==> src/rtl/uart_cmd_parser.sv <==
// Assembles 0x55-framed UART byte packets into SDRAM read/write commands on a valid/ready port.
// Define CMD_PARSER_CSUM_EN to require a trailing XOR checksum byte on every frame.
module uart_cmd_parser #(
    parameter int         ADDR_WIDTH  = 24,
    parameter int         DATA_WIDTH  = 16,
    parameter logic [7:0] HDR_BYTE    = 8'h55,
    parameter logic [7:0] OP_WR       = 8'hA5,
    parameter logic [7:0] OP_RD       = 8'h5A,
    parameter int         TIMEOUT_CYC = 1_000_000
) (
    input  logic                  sys_clk,
    input  logic                  sys_rst_n,
    input  logic [7:0]            rx_data,
    input  logic                  po_flag,
    output logic                  cmd_valid,
    input  logic                  cmd_ready,
    output logic                  cmd_wr,
    output logic [ADDR_WIDTH-1:0] cmd_addr,
    output logic [DATA_WIDTH-1:0] cmd_wdata,
    output logic                  frame_err,
    output logic                  busy
);

    localparam int NA = ADDR_WIDTH / 8;
    localparam int ND = DATA_WIDTH / 8;
    localparam int CW = $clog2(((NA > ND) ? NA : ND) + 1);
    localparam int TW = $clog2(TIMEOUT_CYC + 1);

    typedef enum logic [2:0] {
        S_IDLE,
        S_OP,
        S_ADDR,
        S_DATA,
`ifdef CMD_PARSER_CSUM_EN
        S_CSUM,
`endif
        S_ISSUE
    } state_t;

    // State following the last address/data byte of a frame.
`ifdef CMD_PARSER_CSUM_EN
    localparam state_t S_TAIL = S_CSUM;
`else
    localparam state_t S_TAIL = S_ISSUE;
`endif

    state_t        state, next_state;
    logic          err_set;
    logic [CW-1:0] byte_cnt;
    logic [TW-1:0] to_cnt;
    logic [7:0]    csum;
    logic          in_frame;
    logic          timeout;
    logic          last_addr;
    logic          last_data;

    assign in_frame  = (state != S_IDLE) && (state != S_ISSUE);
    assign timeout   = (to_cnt == TW'(TIMEOUT_CYC - 1));
    assign last_addr = (byte_cnt == CW'(NA - 1));
    assign last_data = (byte_cnt == CW'(ND - 1));
    assign cmd_valid = (state == S_ISSUE);
    assign busy      = (state != S_IDLE);

    always_ff @(posedge sys_clk) begin
        if (!sys_rst_n) state <= S_IDLE;
        else            state <= next_state;
    end

    always_comb begin
        next_state = state;
        err_set    = 1'b0;
        case (state)
            S_IDLE: begin
                if (po_flag && rx_data == HDR_BYTE) next_state = S_OP;
            end
            S_OP: begin
                if (po_flag) begin
                    if (rx_data == OP_WR || rx_data == OP_RD) begin
                        next_state = S_ADDR;
                    end else begin
                        next_state = S_IDLE;
                        err_set    = 1'b1;
                    end
                end
            end
            S_ADDR: begin
                if (po_flag && last_addr) next_state = cmd_wr ? S_DATA : S_TAIL;
            end
            S_DATA: begin
                if (po_flag && last_data) next_state = S_TAIL;
            end
`ifdef CMD_PARSER_CSUM_EN
            S_CSUM: begin
                if (po_flag) begin
                    if (rx_data == csum) begin
                        next_state = S_ISSUE;
                    end else begin
                        next_state = S_IDLE;
                        err_set    = 1'b1;
                    end
                end
            end
`endif
            S_ISSUE: begin
                // A byte arriving while a command waits is an overrun; the command stays.
                if (po_flag)   err_set    = 1'b1;
                if (cmd_ready) next_state = S_IDLE;
            end
            default: next_state = S_IDLE;
        endcase
        if (in_frame && !po_flag && timeout) begin
            next_state = S_IDLE;
            err_set    = 1'b1;
        end
    end

    always_ff @(posedge sys_clk) begin
        if (!sys_rst_n) begin
            cmd_wr    <= 1'b0;
            cmd_addr  <= '0;
            cmd_wdata <= '0;
            frame_err <= 1'b0;
            byte_cnt  <= '0;
            to_cnt    <= '0;
            csum      <= '0;
        end else begin
            frame_err <= err_set;
            if (po_flag || !in_frame) to_cnt <= '0;
            else if (!timeout)        to_cnt <= to_cnt + 1'b1;

            if (state == S_IDLE && next_state == S_OP) begin
                cmd_addr  <= '0;
                cmd_wdata <= '0;
                byte_cnt  <= '0;
                csum      <= '0;
            end

            if (po_flag) begin
                case (state)
                    S_OP: begin
                        cmd_wr <= (rx_data == OP_WR);
                        csum   <= rx_data;
                    end
                    S_ADDR: begin
                        cmd_addr <= (cmd_addr << 8) | ADDR_WIDTH'(rx_data);
                        csum     <= csum ^ rx_data;
                        byte_cnt <= last_addr ? '0 : byte_cnt + 1'b1;
                    end
                    S_DATA: begin
                        cmd_wdata <= (cmd_wdata << 8) | DATA_WIDTH'(rx_data);
                        csum      <= csum ^ rx_data;
                        byte_cnt  <= last_data ? '0 : byte_cnt + 1'b1;
                    end
                    default: ;
                endcase
            end
        end
    end

endmodule

==> config.mk <==
export PLATFORM = sky130hd
export DESIGN_NAME = uart_cmd_parser
export DESIGN_NICKNAME = d
export VERILOG_FILES = /design/src/rtl/uart_cmd_parser.sv
export SDC_FILE = /design/constraint.sdc
export NUM_CORES = 1
export LEC_CHECK = 0
export ABC_AREA = 1
export BUFFER_PORTS_ARGS = -buffer_cell sky130_fd_sc_hd__buf_2
export CORE_ASPECT_RATIO = 1.1
export CORE_MARGIN = 3
export CORE_UTILIZATION = 50
export DETAILED_ROUTE_END_ITERATION = 10
export MAX_ROUTING_LAYER = met4
export PLACE_DENSITY = 0.75
export SYNTH_ARGS = -nofsm -noshare
export SYNTH_HDL_FRONTEND = slang
export SYNTH_SLANG_ARGS = --single-unit
export TNS_END_PERCENT = 30
==> constraint.sdc <==
create_clock -name sys_clk -period 1.5 [get_ports sys_clk]
set_clock_uncertainty 0.15 [all_clocks]
set_input_delay 0.3 -clock sys_clk [delete_from_list [all_inputs] [get_ports sys_clk]]
set_output_delay 0.3 -clock sys_clk [all_outputs]
set_load 0.01 [all_outputs]
# Word-level counts from Yosys, hierarchy flattened
# Cells that the tools add are included.
# Widths: inputs -> output; s select.
word_totals:
  out_inout_bits: 44
  regBits: 67
  in_bits: 12
classes:
  reduce_logical: 15
  addsub: 2
  n_bitwise: 3
  mux: 25
  eq_ne: 12
ops:
  columns: ["cell", "n"]
  rows:
  - ["$mux 24", 3]
  - ["$mux 16", 3]
  - ["$or 24x8->24", 1]
  - ["$mux 3", 7]
  - ["$add 20x1->20 const B", 1]
  - ["$eq 20x20->1 const B", 1]
  - ["$eq 8x7->1 const B", 2]
  - ["$or 16x8->16", 1]
  - ["$pmux 3 s5", 1]
  - ["$mux 2", 5]
  - ["$eq 8x8->1 const B", 1]
  - ["$logic_and 1x1->1", 7]
  - ["$eq 3x1->1 const B", 2]
  - ["$eq 3x2->1 const B", 2]
  - ["$mux 1", 4]
  - ["$pmux 2 s2", 1]
  - ["$eq 3x3->1 const B", 1]
  - ["$logic_not 3->1", 1]
  - ["$ne 3x3->1 const B", 1]
  - ["$reduce_bool 3->1", 1]
  - ["$add 2x1->2 const B", 1]
  - ["$eq 2x1->1 const B", 1]
  - ["$eq 2x2->1 const B", 1]
  - ["$logic_not 1->1", 2]
  - ["5 further kinds", 6]

# Longest topological paths before layout
logic_depth:
  ltp_word: 11
  depth_mapped: 9
  ltp_nobuf: 9

# Worst setup path before layout
# No wires, ideal clock.
synth_path:
  path_type: "reg-to-reg"
  from: "reg to_cnt[0]"
  to: "reg to_cnt[10]"
  stages_incl_launch_ff: 7
  synth_period_minus_slack_ps: 1476
  setup_ps: 119
  arrival_time_ps: 1206
  slack_ps: 24
  path_cell_list: "dfxtp_1 ha_1 nand3_2 nor2_2 nand3_1 o21ai_0 a21oi_1"
synth_between:
  elab_chain_cells: 1
  elab_cells_between_ends: 2
  cone_classes: "1 x add/sub; 1 x eq/ne"
synth_lines:
  columns: ["item", "line", "text"]
  rows:
  - ["start, declared", "50", "logic [TW-1:0] to_cnt;"]
  - ["start signal, assigned", "129", "else if (!timeout) to_cnt <= to_cnt + 1'b1;"]
  - ["$add 20x1->20 / $eq 20x20->1 (equally long branches)", "129, 58", null]
# Parallel ways exist; a longest one is shown, timed or not.
# A chain may end at the register's enable or synchronous reset.

# Worst setup path in the final report
layout_path:
  from: "reg to_cnt[0]"
  to: "reg to_cnt[14]"
# Same word-level chain as after synthesis.

==> results.sh <==
export IMPL_status="finished, violations left"
export IMPL_violations="negative setup slack"
export IMPL_synthTopCellsByArea="dfxtp_1 (42%), nand2_1 (13%), o21ai_0 (8.0%), a21oi_1 (6.0%), nor2_1 (5.8%)"
export IMPL_path_clk_slew_ns=0.07
export IMPL_peakVddDrop_mv=0.602
export IMPL_critPathKind="reg2reg"
export IMPL_yosysTopAreaCell="dfxtp_1"
export IMPL_final_cell_area_mm2=0.00410
export IMPL_post_route_util_pct=68.5
export IMPL_drv_slew=0
export IMPL_crit_arrival_ns=1.58
export IMPL_syn_inst=440
export IMPL_antenna_found_initial=0
export IMPL_synthFlopType="dfxtp_1"
export IMPL_async_flop_share_pct=0
export IMPL_tightest_slew_ns=0.430
export IMPL_fin_nets=531
export IMPL_min_period_over_period_pct=101
export IMPL_cts_root_buf="clkbuf_8"
export IMPL_synth_edf_count=0
export IMPL_postCtsHoldBufs=0
export IMPL_hold_class="in2reg"
export IMPL_overflow=0
export IMPL_ant_nets=0
export IMPL_fp_dieH_um=89.7
export IMPL_grt_use_met1_pct=31.1
export IMPL_slew_headroom_pct=71.3
export IMPL_critPathMaxFanout=4
export IMPL_p_per_area_mw_per_mm2=876
export IMPL_route_detailed_drc=0
export IMPL_hold_viol_final=0
export IMPL_synth_avg_cell_area_um2=7.25
export IMPL_dr_total_vias=3117
export IMPL_rows=29
export IMPL_die_width_um=82.1
export IMPL_use_met2_pct=35.2
export IMPL_drive_above_1_share_pct=35.2
export IMPL_synthDominantCellAreaShare_pct=42.1
export IMPL_power_mw=3.59
export IMPL_setup_viol=3
export IMPL_via_per_inst=5.20
export IMPL_cts_sinks=67
export IMPL_max_freq_ghz=0.661
export IMPL_cts_tree="built"
export IMPL_place_area_mm2=0.00362
export IMPL_track_usage_pct=23.2
export IMPL_clkLatencyLatePin_ns=0.33
export IMPL_max_cap_viol_count=0
export IMPL_synthToLayoutAreaGrowth_pct=28.7
export IMPL_post_dp_hpwl_um=5390
export IMPL_ys_seq_area_share_pct=42.1
export IMPL_start_util_pct=53.2
export IMPL_diodes=0
export IMPL_fin_crit_ns=1.51
export IMPL_grt_use_met3_pct=3.70
export IMPL_critPathCaptureType="register"
export IMPL_grt_max_degree=49
export IMPL_cts_buffers=9
export IMPL_cp_required_ns=1.57
export IMPL_busiest_layer="met2"
export IMPL_ys_warn_count=0
export IMPL_syn_num_nets=453
export IMPL_htree_levels=3
export IMPL_coreArea_mm2=0.00599
export IMPL_grt_first_pass_wirelength_um=13500
export IMPL_drt_first_pass_iters=4
export IMPL_crit_path_start_kind="register"
export IMPL_rsz0062_at_grt="true"
export IMPL_cts_max_path_buffers=2
export IMPL_grt_pass1_vias=3007
export IMPL_synth_cell_area_mm2=0.00319
export IMPL_die_area_mm2=0.00737
export IMPL_port_buffers=55
export IMPL_place_ws_ns=-0.0402
export IMPL_yosysUniqueCellTypes=29
export IMPL_leakage_nw=1.58
export IMPL_ys_seq_elements=67
export IMPL_place_gp_congestion=0.951
export IMPL_ioPinCount=56
export IMPL_wl_per_cell_um=13.0
export IMPL_drt_total_wl_um=7790
export IMPL_fin_hold_ws_ns=0.139
export IMPL_drtIter0Drc=194
export IMPL_layout_setup_ws_ns=-0.0117
report_power, final:
group	total (mW)	internal [mW]	switching [mW]
sequential	1.77	1.77	0.0000845
clock	1.70	1.03	0.671
combinational	0.124	0.0471	0.0764
path summary, 6_finish.rpt:
path	from	end	slack [ns]	cells after the start
worst max-delay path	to_cnt[0]	to_cnt[14]	-0.01	8
worst min-delay path	cmd_ready	state[2]	0.14	4
worst max register to register	to_cnt[0]	to_cnt[14]	-0.01	8
worst min register to register	cmd_addr[19]	cmd_addr[19]	0.30	2
cells by family (layout without fill, tap and decap cells):
logic type | Yosys count | after routing | share of synthesized area [%]
adders and majority gates | 1 | 1 | 0.392
buffers and inverters | 52 | 135 | 8.09
DFF | 67 | 67 | 42.1
xor gates and xnor gates | 3 | 3 | 0.824
and+or+nand+nor | 203 | 203 | 28.2
AOI/OAI and AO/OA | 114 | 114 | 20.4
worst max-delay path: stages (launching register included):
cell     delay, ns
dfxtp_2       0.36
ha_4          0.15
nand3_4       0.12
nor2_4        0.20
buf_4         0.14
buf_4         0.09
nand3_1       0.06
nand2_1       0.06
a21oi_1       0.06
layout by cell type, fill, tap and decap left out, types with 7 or more instances in the layout:
cell type,Yosys,layout
buf_4,0,25
a21oi_2,20,20
inv_1,30,27
nand2_2,6,10
dfxtp_2,0,12
inv_2,5,7
nand3_1,14,13
a21oi_1,38,38
buf_2,2,53
nor2_4,2,9
clkbuf_8,0,11
nand2_1,108,104
o21ai_0,51,18
nor2_1,49,44
dfxtp_1,67,53
o21ai_2,0,9
o21ai_1,1,25
cell usage after synthesis, drive strengths merged, types with 3 or more instances:
cell and count:
clkbuf 7, nand2 115, buf 10, a21oi 58, o21ai 52, nor3 3
dfxtp 67, nand3 18, nor2 58, nand3b 4, nand4 3, inv 35
through the flow:
| step | TNS (ns) | instances |
|---|---|---|
| finish | -0.0249 | 600 |
| detailed placement | -0.0896 | 577 |
| CTS | -0.0463 | 595 |
| global route | -0.404 | 600 |
| global placement | 0 | 577 |
| floorplan | 0 | 440 |
state kept, by name (all words and copies together) (netlist names):
signal     cells
byte_cnt       2
to_cnt        20
cmd_wr         1
cmd_wdata     16
frame_err      1
cmd_addr      24
state          3
cell type report:
class / instances / area, µm²
clock inverter: 4 / 72.6
clock buffer: 12 / 155
timing repair buffer: 84 / 547
multi-input combinational: 321 / 1730
tap: 77 / 96.3
sequential: 67 / 1360
inverter: 35 / 134
fill: 516 / 1880
layer usage:
layer,vias to the layer above,part of all wire [%]
li1,1599,-
met1,1423,46
met2,83,48
met3,12,4.9
met4,0,1.8
met5,-,0
what timing repair did:
item	4_1_cts	5_1_grt
resized for setup	16	73
hold endpoints to repair	0	0
setup buffers	2	5
pin swaps	1	6
setup endpoints to repair	12	67
Power figures use the tool's default switching activity.
